<file path="src/rtl/spi_reg_ctrl_if.sv">
// Bundle of SPI-slave byte handshake and register-bus signals shared by
// the controller (slave side) and whatever drives it (master side).
interface spi_reg_ctrl_if;
    logic       ssel;
    logic       byteReceived;
    logic [7:0] receivedData;
    logic       txLoad;
    logic [7:0] txData;
    logic [6:0] regAddr;
    logic [7:0] regWData;
    logic       regWe;
    logic       regRe;
    logic [7:0] regRData;
    logic       overrun;

    modport slave (
        input  ssel, byteReceived, receivedData, regRData,
        output txLoad, txData, regAddr, regWData, regWe, regRe, overrun
    );

    modport master (
        output ssel, byteReceived, receivedData, regRData,
        input  txLoad, txData, regAddr, regWData, regWe, regRe, overrun
    );
endinterface

</file>
<file path="src/rtl/spi_reg_ctrl.sv">
// SPI register-access controller: turns a byte stream (command byte plus
// data or dummy bytes) into register writes/reads and feeds read data back.
module spi_reg_ctrl (
    input  logic           clk,
    input  logic           rst,
    spi_reg_ctrl_if.slave  bus
);

    typedef enum logic [2:0] {
        IDLE,
        CMD,
        WRITE,
        RD_REQ,
        RD_WAIT,
        RD_LOAD
    } state_t;

    state_t     state;
    logic [6:0] addr;
    logic       ssel_q;
    logic       tx_load;
    logic [7:0] tx_data;
    logic [6:0] reg_addr;
    logic [7:0] reg_wdata;
    logic       reg_we;
    logic       reg_re;
    logic       overrun;

    function automatic logic [6:0] addr_inc(input logic [6:0] a);
        return a + 7'd1;
    endfunction

    assign bus.txLoad   = tx_load;
    assign bus.txData   = tx_data;
    assign bus.regAddr  = reg_addr;
    assign bus.regWData = reg_wdata;
    assign bus.regWe    = reg_we;
    assign bus.regRe    = reg_re;
    assign bus.overrun  = overrun;

    // ssel_q clears on reset so a frame only starts after ssel has been seen
    // high again; this stops a reset inside a frame from resuming mid-stream.
    always_ff @(posedge clk) begin
        if (rst) begin
            state     <= IDLE;
            addr      <= 7'd0;
            ssel_q    <= 1'b0;
            tx_load   <= 1'b0;
            tx_data   <= 8'd0;
            reg_addr  <= 7'd0;
            reg_wdata <= 8'd0;
            reg_we    <= 1'b0;
            reg_re    <= 1'b0;
            overrun   <= 1'b0;
        end else begin
            ssel_q  <= bus.ssel;
            tx_load <= 1'b0;
            reg_we  <= 1'b0;
            reg_re  <= 1'b0;
            if (bus.ssel) begin
                state <= IDLE;
            end else begin
                case (state)
                    IDLE: begin
                        if (ssel_q) begin
                            state   <= CMD;
                            tx_load <= 1'b1;
                            tx_data <= 8'hA5;
                            overrun <= 1'b0;
                        end
                    end
                    CMD: begin
                        if (bus.byteReceived) begin
                            addr <= bus.receivedData[6:0];
                            if (bus.receivedData[7]) begin
                                // regRe is registered, so it is raised on entry
                                // and is high for exactly the RD_REQ cycle.
                                state    <= RD_REQ;
                                reg_re   <= 1'b1;
                                reg_addr <= bus.receivedData[6:0];
                            end else begin
                                state <= WRITE;
                            end
                        end
                    end
                    WRITE: begin
                        if (bus.byteReceived) begin
                            reg_we    <= 1'b1;
                            reg_addr  <= addr;
                            reg_wdata <= bus.receivedData;
                            addr      <= addr_inc(addr);
                        end
                    end
                    RD_REQ: begin
                        state <= RD_WAIT;
                        if (bus.byteReceived) begin
                            overrun <= 1'b1;
                        end
                    end
                    RD_WAIT: begin
                        // regRData is valid now, one cycle after regRe.
                        state   <= RD_LOAD;
                        tx_data <= bus.regRData;
                        tx_load <= 1'b1;
                        addr    <= addr_inc(addr);
                        if (bus.byteReceived) begin
                            overrun <= 1'b1;
                        end
                    end
                    RD_LOAD: begin
                        if (bus.byteReceived) begin
                            state    <= RD_REQ;
                            reg_re   <= 1'b1;
                            reg_addr <= addr;
                        end
                    end
                    default: begin
                        state <= IDLE;
                    end
                endcase
            end
        end
    end

endmodule

</file>
<file path="src/flat_wrapper.sv">
// flat-port wrapper written by rule: the top's interface ports become plain ports
module spi_reg_ctrl_flat 
  (clk, rst, bus_ssel, bus_byteReceived, bus_receivedData, bus_regRData, bus_txLoad, bus_txData, bus_regAddr, bus_regWData, bus_regWe, bus_regRe, bus_overrun);
  spi_reg_ctrl_if bus_i ();
  input  logic clk;
  input  logic rst;
  input wire logic [$bits(bus_i.ssel)-1:0] bus_ssel;
  input wire logic [$bits(bus_i.byteReceived)-1:0] bus_byteReceived;
  input wire logic [$bits(bus_i.receivedData)-1:0] bus_receivedData;
  input wire logic [$bits(bus_i.regRData)-1:0] bus_regRData;
  output wire logic [$bits(bus_i.txLoad)-1:0] bus_txLoad;
  output wire logic [$bits(bus_i.txData)-1:0] bus_txData;
  output wire logic [$bits(bus_i.regAddr)-1:0] bus_regAddr;
  output wire logic [$bits(bus_i.regWData)-1:0] bus_regWData;
  output wire logic [$bits(bus_i.regWe)-1:0] bus_regWe;
  output wire logic [$bits(bus_i.regRe)-1:0] bus_regRe;
  output wire logic [$bits(bus_i.overrun)-1:0] bus_overrun;
  assign bus_i.ssel = bus_ssel;
  assign bus_i.byteReceived = bus_byteReceived;
  assign bus_i.receivedData = bus_receivedData;
  assign bus_i.regRData = bus_regRData;
  assign bus_txLoad = bus_i.txLoad;
  assign bus_txData = bus_i.txData;
  assign bus_regAddr = bus_i.regAddr;
  assign bus_regWData = bus_i.regWData;
  assign bus_regWe = bus_i.regWe;
  assign bus_regRe = bus_i.regRe;
  assign bus_overrun = bus_i.overrun;
  spi_reg_ctrl u_core (.clk(clk), .rst(rst), .bus(bus_i));
endmodule
</file>
<file path="config.mk">
export PLATFORM = sky130hd
export DESIGN_NAME = spi_reg_ctrl_flat
export DESIGN_NICKNAME = d
export VERILOG_FILES = /design/src/rtl/spi_reg_ctrl_if.sv /design/src/rtl/spi_reg_ctrl.sv /design/src/flat_wrapper.sv
export SDC_FILE = /design/constraint.sdc
export NUM_CORES = 1
export LEC_CHECK = 0
export BUFFER_PORTS_ARGS = -buffer_cell sky130_fd_sc_hd__buf_2
export CAP_MARGIN = 20
export CORE_UTILIZATION = 40
export CTS_BUF_LIST = sky130_fd_sc_hd__clkbuf_16
export CTS_CLUSTER_DIAMETER = 60
export DETAILED_ROUTE_END_ITERATION = 16
export SLEW_MARGIN = 5
export SYNTH_ARGS = -nofsm -noshare
export SYNTH_HDL_FRONTEND = slang
export SYNTH_SLANG_ARGS = --single-unit
</file>
<file path="constraint.sdc">
create_clock -name clk -period 3.4 [get_ports clk]
set_input_delay 0.68 -clock clk [delete_from_list [all_inputs] [get_ports clk]]
set_output_delay 0.68 -clock clk [all_outputs]
set_load 0.005 [all_outputs]
</file>
Word level (Yosys, flattened, before mapping):

Index checks and enable logic that the tools add are counted.

* word-level logic and storage cells: 63
* register bits: 38
* bits of input ports: 20
* output and inout port bits: 27

* muxes and demuxes: 23
* bitwise gates (word level): 2
* reduce and logical (&&, ||, !) cells: 15
* add/subtract/negate cells: 1
* equal/unequal tests: 12

Operators by type and width (count)
* 7-bit 2-to-1 mux: 5
* 7-bit one-hot mux with 3 select lines: 1
* 3-bit one-hot mux with 6 select lines: 1
* 8-bit one-hot mux with 2 select lines: 1
* 7-bit one-hot mux with 2 select lines: 1
* 4-bit AND reduction: 3
* 3-bit 2-to-1 mux: 3
* 8-bit 2-to-1 mux: 1
* 2-bit inequality test, second input constant: 4
* 7-bit by 1-bit adder with 7-bit output, second input constant: 1
* 1-bit 2-to-1 mux: 7
* 3-bit by 2-bit equality test with 1-bit output, second input constant: 2
* 3-bit equality test, second input constant: 2
* 2-bit by 1-bit inequality test with 1-bit output, second input constant: 3
* 1-bit one-hot mux with 2 select lines: 3
* 3-bit AND reduction: 2
* 2-bit nonzero test: 3
* 2-bit OR reduction: 3
* 5-bit AND reduction: 1
* 3-bit by 1-bit equality test with 1-bit output, second input constant: 1
* 3-bit logical NOT: 1
* 3-bit nonzero test: 1
* 3-bit OR reduction: 1
* 1-bit inverter: 2

Longest topological paths before layout:

* word-level depth: 4
* gate-level depth with buffers: 6
* mapped depth without buffers: 5

Worst setup path after synthesis:

Ideal clock, no wire load.

* path kind: input to register
* start: input port bus_ssel
* end: register u_core.addr[0]
* stages on the path: 6
* path buffers: 2
* setup time: 0.074 ns
* slack: 1.329 ns
* required time: 3.326 ns
* arrival time: 1.996 ns
* cells stage by stage: buf_6 -> or4b_4 -> o41a_4 -> buf_6 -> or3_1 -> a31oi_1

* longest elaborated chain between the ends: 2

RTL lines
* start, declared: line flat_wrapper.sv:7 `input wire logic [$bits(bus_i.ssel)-1:0] bus_ssel;`
* 1-bit inverter (no source line)
* 4-bit AND reduction (no source line)
* end signal, assigned: line spi_reg_ctrl.sv:74 `addr <= bus.receivedData[6:0];`
* end signal, assigned: line spi_reg_ctrl.sv:91 `addr <= addr_inc(addr);`
* end signal, assigned: line spi_reg_ctrl.sv:105 `addr <= addr_inc(addr);`
* end, declared: line spi_reg_ctrl.sv:19 `logic [6:0] addr;`

Every way passes these cells.
A chain may end at the register's enable or synchronous reset.

Final worst setup path:

* start: register u_core.state[0]
* end: register u_core.reg_addr[1], in the netlist u_core.bus.regAddr[1]

* longest elaborated chain between the ends: 4
* elaborated cells between the ends (all ways): 10
* classes of those cells: 6 x eq/ne; 1 x mux; 3 x reduce/logical

RTL lines
* start, declared: line spi_reg_ctrl.sv:18 `state_t state;`
* start signal, assigned: line spi_reg_ctrl.sv:45 `state <= IDLE;`
* start signal, assigned: line spi_reg_ctrl.sv:61 `state <= IDLE;`
* start signal, assigned: line spi_reg_ctrl.sv:66 `state <= CMD;`
* 3-bit by 2-bit equality test with 1-bit output / 3-bit equality test (equally long branches): line spi_reg_ctrl.sv:63 `case (state)`
* 2-bit OR reduction (no source line)
* 2-bit by 1-bit inequality test with 1-bit output (no source line) / 2-bit nonzero test (equally long branches)
* 5-bit AND reduction (no source line)
* end signal, assigned: line spi_reg_ctrl.sv:80 `reg_addr <= bus.receivedData[6:0];`
* end signal, assigned: line spi_reg_ctrl.sv:89 `reg_addr <= addr;`
* end signal, assigned: line spi_reg_ctrl.sv:114 `reg_addr <= addr;`
* end, declared: line spi_reg_ctrl.sv:23 `logic [6:0] reg_addr;`

Several ways; a longest one is shown, not always the timed one.

==> reports/qor.csv <==
metric,value,unit
worstSetupStartpointType,register,
vdd_ir_drop_max,0.0002881,V
start_util,42.28,%
overflow,0,
pre_cts_ws,1.251,ns
status,"finished, final reports clean",
layout_commonest_cell,buf_2,
diodes,0,
rrSetupSlack,1.37,ns
setup_viol,0,
worstHoldStart,u_core.bus.txData[5],
finalCritPeriodShare,59.67,%
vias_per_cell,5.325,
ys_seq_area_share,44.35,%
relSlewSlack,48.67,%
p_leak,0.8990,nW
min_period,2.029,ns
cp.required,3.52,ns
detail-route-antenna-nets,0,
drt_iter0_markers,75,
holdBufCountCts,0,
gr-usage-all-layers,19.22,%
rsz0062_at_grt,no,
cts_tree,built,
seq_power_share,49.0,%
synth_top_area_share,44.35,%
grt_pass1_wl,6430,um
power_switching_share,21.14,%
dr.pass1.iters,4,
synth_top_area_cell,dfxtp_1,
syn2layout_area_growth,20.93,%
die_h,67.49,um
syn-num-nets,214,
fin_ws,1.371,ns
synth.area.top_cells,"dfxtp_1 44%, mux2i_1 8.8%, nor2_1 5.7%",
worstSetupEndpoint,u_core.bus.regAddr[1],
worstSetupEndpointType,register,
clkLatencyLatePin,0.27,ns
utilization,51.13,%
h-tree-depth,2,
r2r_start,u_core.state[0],
power_density,451.0,mW/mm^2
combPwrFrac,6.2,%
hold_path_class,reg -> reg,
cts_buffer_depth,2,
internal_power,0.0007378,W
clk_pin_slew,0.05,ns
final_cell_mix,"46 x buf_2, 38 x dfxtp_1, 26 x nor2_1",
core,0.004058,mm^2
post_cts_resized,0,
crit_path_max_fanout,20,
crit_arrival,2.15,ns
drcViolationCount,0,
drive_above_1_share,23.61,%
pwr-share-clk,44.8,%
fmax,0.4929,GHz
rows,23,
fp.dieArea,0.004554,mm^2
hpwl,2704,um
ctsRootBufferMaster,clkbuf_16,
p_switching,0.0001978,W
tns,0,ns
cp-startpoint,u_core.state[0],
grt_pass1_vias,1337,
nNetsFinal,254,
antenna_found_initial,0,
cts_num_sinks,38,
r2r-end,u_core.bus.regAddr[1],
syn-cell-area,0.001715,mm^2
postCtsSetupBuffers,0,
crit_type,reg -> reg,
num_io_pins,47,
synth_seq_cells,38,
hold_viol_final,0,
report.final.slew_viol_count,0,
wirelength,3901,um
drv_cap,0,
tightest_slew,0.7667,ns
avgRoutedWirePerCell,13.78,um
syn_inst,193,
syn_area_per_cell,8.888,um^2
cts_made_buffers,5,
grt_max_degree,40,
clock-skew-final,0.001996,ns
reg2reg_depth,4,
place.gp.congestion,0.8228,
die_x,67.49,um
port_buffers,46,
yosysWarnings,0,
yosysUniqueCellTypes,38,
num_vias,1507,
[how the worst min path moves through the flow]
stage / end / slack [ns] / cells past startpoint
floorplan: u_core.bus.txData[0] / 0.45 / 2
global placement: u_core.bus.txData[5] / 0.44 / 2
detailed placement: u_core.bus.txData[5] / 0.45 / 2
CTS: u_core.bus.txData[5] / 0.45 / 2
global route: u_core.bus.txData[7] / 0.48 / 2
finish: u_core.bus.txData[5] / 0.45 / 2
[worst max-delay path: stages (launching register included)]
cell	delay, ns
dfxtp_1	0.75
nand2b_1	0.15
o22ai_1	0.50
and2_1	0.35
a211oi_1	0.11
[cell usage after synthesis]
| cell type | instances |
|---|---|
| a211oi_1 | 11 |
| a21oi_1 | 18 |
| a221oi_1 | 1 |
| a22o_1 | 1 |
| a22oi_1 | 5 |
| a31oi_1 | 2 |
| and2_1 | 1 |
| and3_1 | 1 |
| buf_1 | 2 |
| buf_2 | 5 |
| buf_6 | 2 |
| clkbuf_1 | 5 |
| dfxtp_1 | 38 |
| ha_1 | 1 |
| inv_1 | 13 |
| mux2i_1 | 15 |
| nand2_1 | 2 |
| nand2b_1 | 3 |
| nand3_1 | 3 |
| nand4_1 | 1 |
| nor2_1 | 26 |
| nor2b_1 | 3 |
| nor3_1 | 5 |
| nor4_1 | 3 |
| nor4b_1 | 2 |
| o211ai_1 | 1 |
| o21ai_0 | 5 |
| o21ai_1 | 1 |
| o22ai_1 | 1 |
| o31a_1 | 2 |
| o32ai_1 | 4 |
| o41a_4 | 1 |
| or2_1 | 2 |
| or3_1 | 2 |
| or3b_1 | 1 |
| or3b_2 | 1 |
| or4b_4 | 1 |
| xnor2_1 | 2 |
[logic make-up after synthesis]
group / share of synthesized area (%)
and+or+nand+nor: 17.14
AOI/OAI and AO/OA: 20.86
DFF: 44.35
buffers and inverters: 7.148
muxes: 8.753
xor gates and xnor gates: 1.021
adders and majority gates: 0.7293
[per-stage QoR]
step | total power (W) | area, um^2 | hold slack [ns] | instances
detailed placement | 0.0005257 | 1942 | 0.4456 | 276
floorplan | 0.0005005 | 1715 | 0.4470 | 193
CTS | 0.0009507 | 2074 | 0.4539 | 283
global placement | 0.0005261 | 1942 | 0.4440 | 276
global route | 0.0009833 | 2074 | 0.4761 | 283
finish | 0.0009356 | 2074 | 0.4505 | 283
[power by group through the flow]
stage          logic (W)  registers, W  clock network (W)
2_1_floorplan  0.0000350      0.000466                  0
3_3_place_gp   0.0000583      0.000468                  0
3_5_place_dp   0.0000579      0.000468                  0
4_1_cts        0.0000580      0.000458           0.000434
5_1_grt        0.0000654      0.000459           0.000458
6_report       0.0000581      0.000459           0.000419
[state kept, by name (all words and copies together) (netlist names)]
name and count:
u_core.addr 7, u_core.bus.txData 8, u_core.bus.txLoad 1, u_core.bus.regWData 8, u_core.bus.regWe 1, u_core.bus.overrun 1, u_core.state 3, u_core.bus.regRe 1
u_core.ssel_q 1, u_core.bus.regAddr 7
[final cells by class]
class,instances,area [um^2]
fillers,414,1983
multi-input cells,128,832.0
flip-flops and latches,38,760.7
repair buffers,47,237.7
clock buffers,5,125.1
well taps,50,62.56
inverters,13,48.80
clock inverters,2,7.507
[metal layers]
metal / global-route usage, % / vias up / share of wire [%] / wire length (um)
li1: - / 770 / - / -
met1: 27.10 / 685 / 54 / 2111
met2: 26.36 / 45 / 39 / 1528
met3: 5.743 / 7 / 5.2 / 203
met4: 8.777 / 0 / 1.5 / 57
met5: 0 / - / 0 / 0
Power figures use the tool's default switching activity.
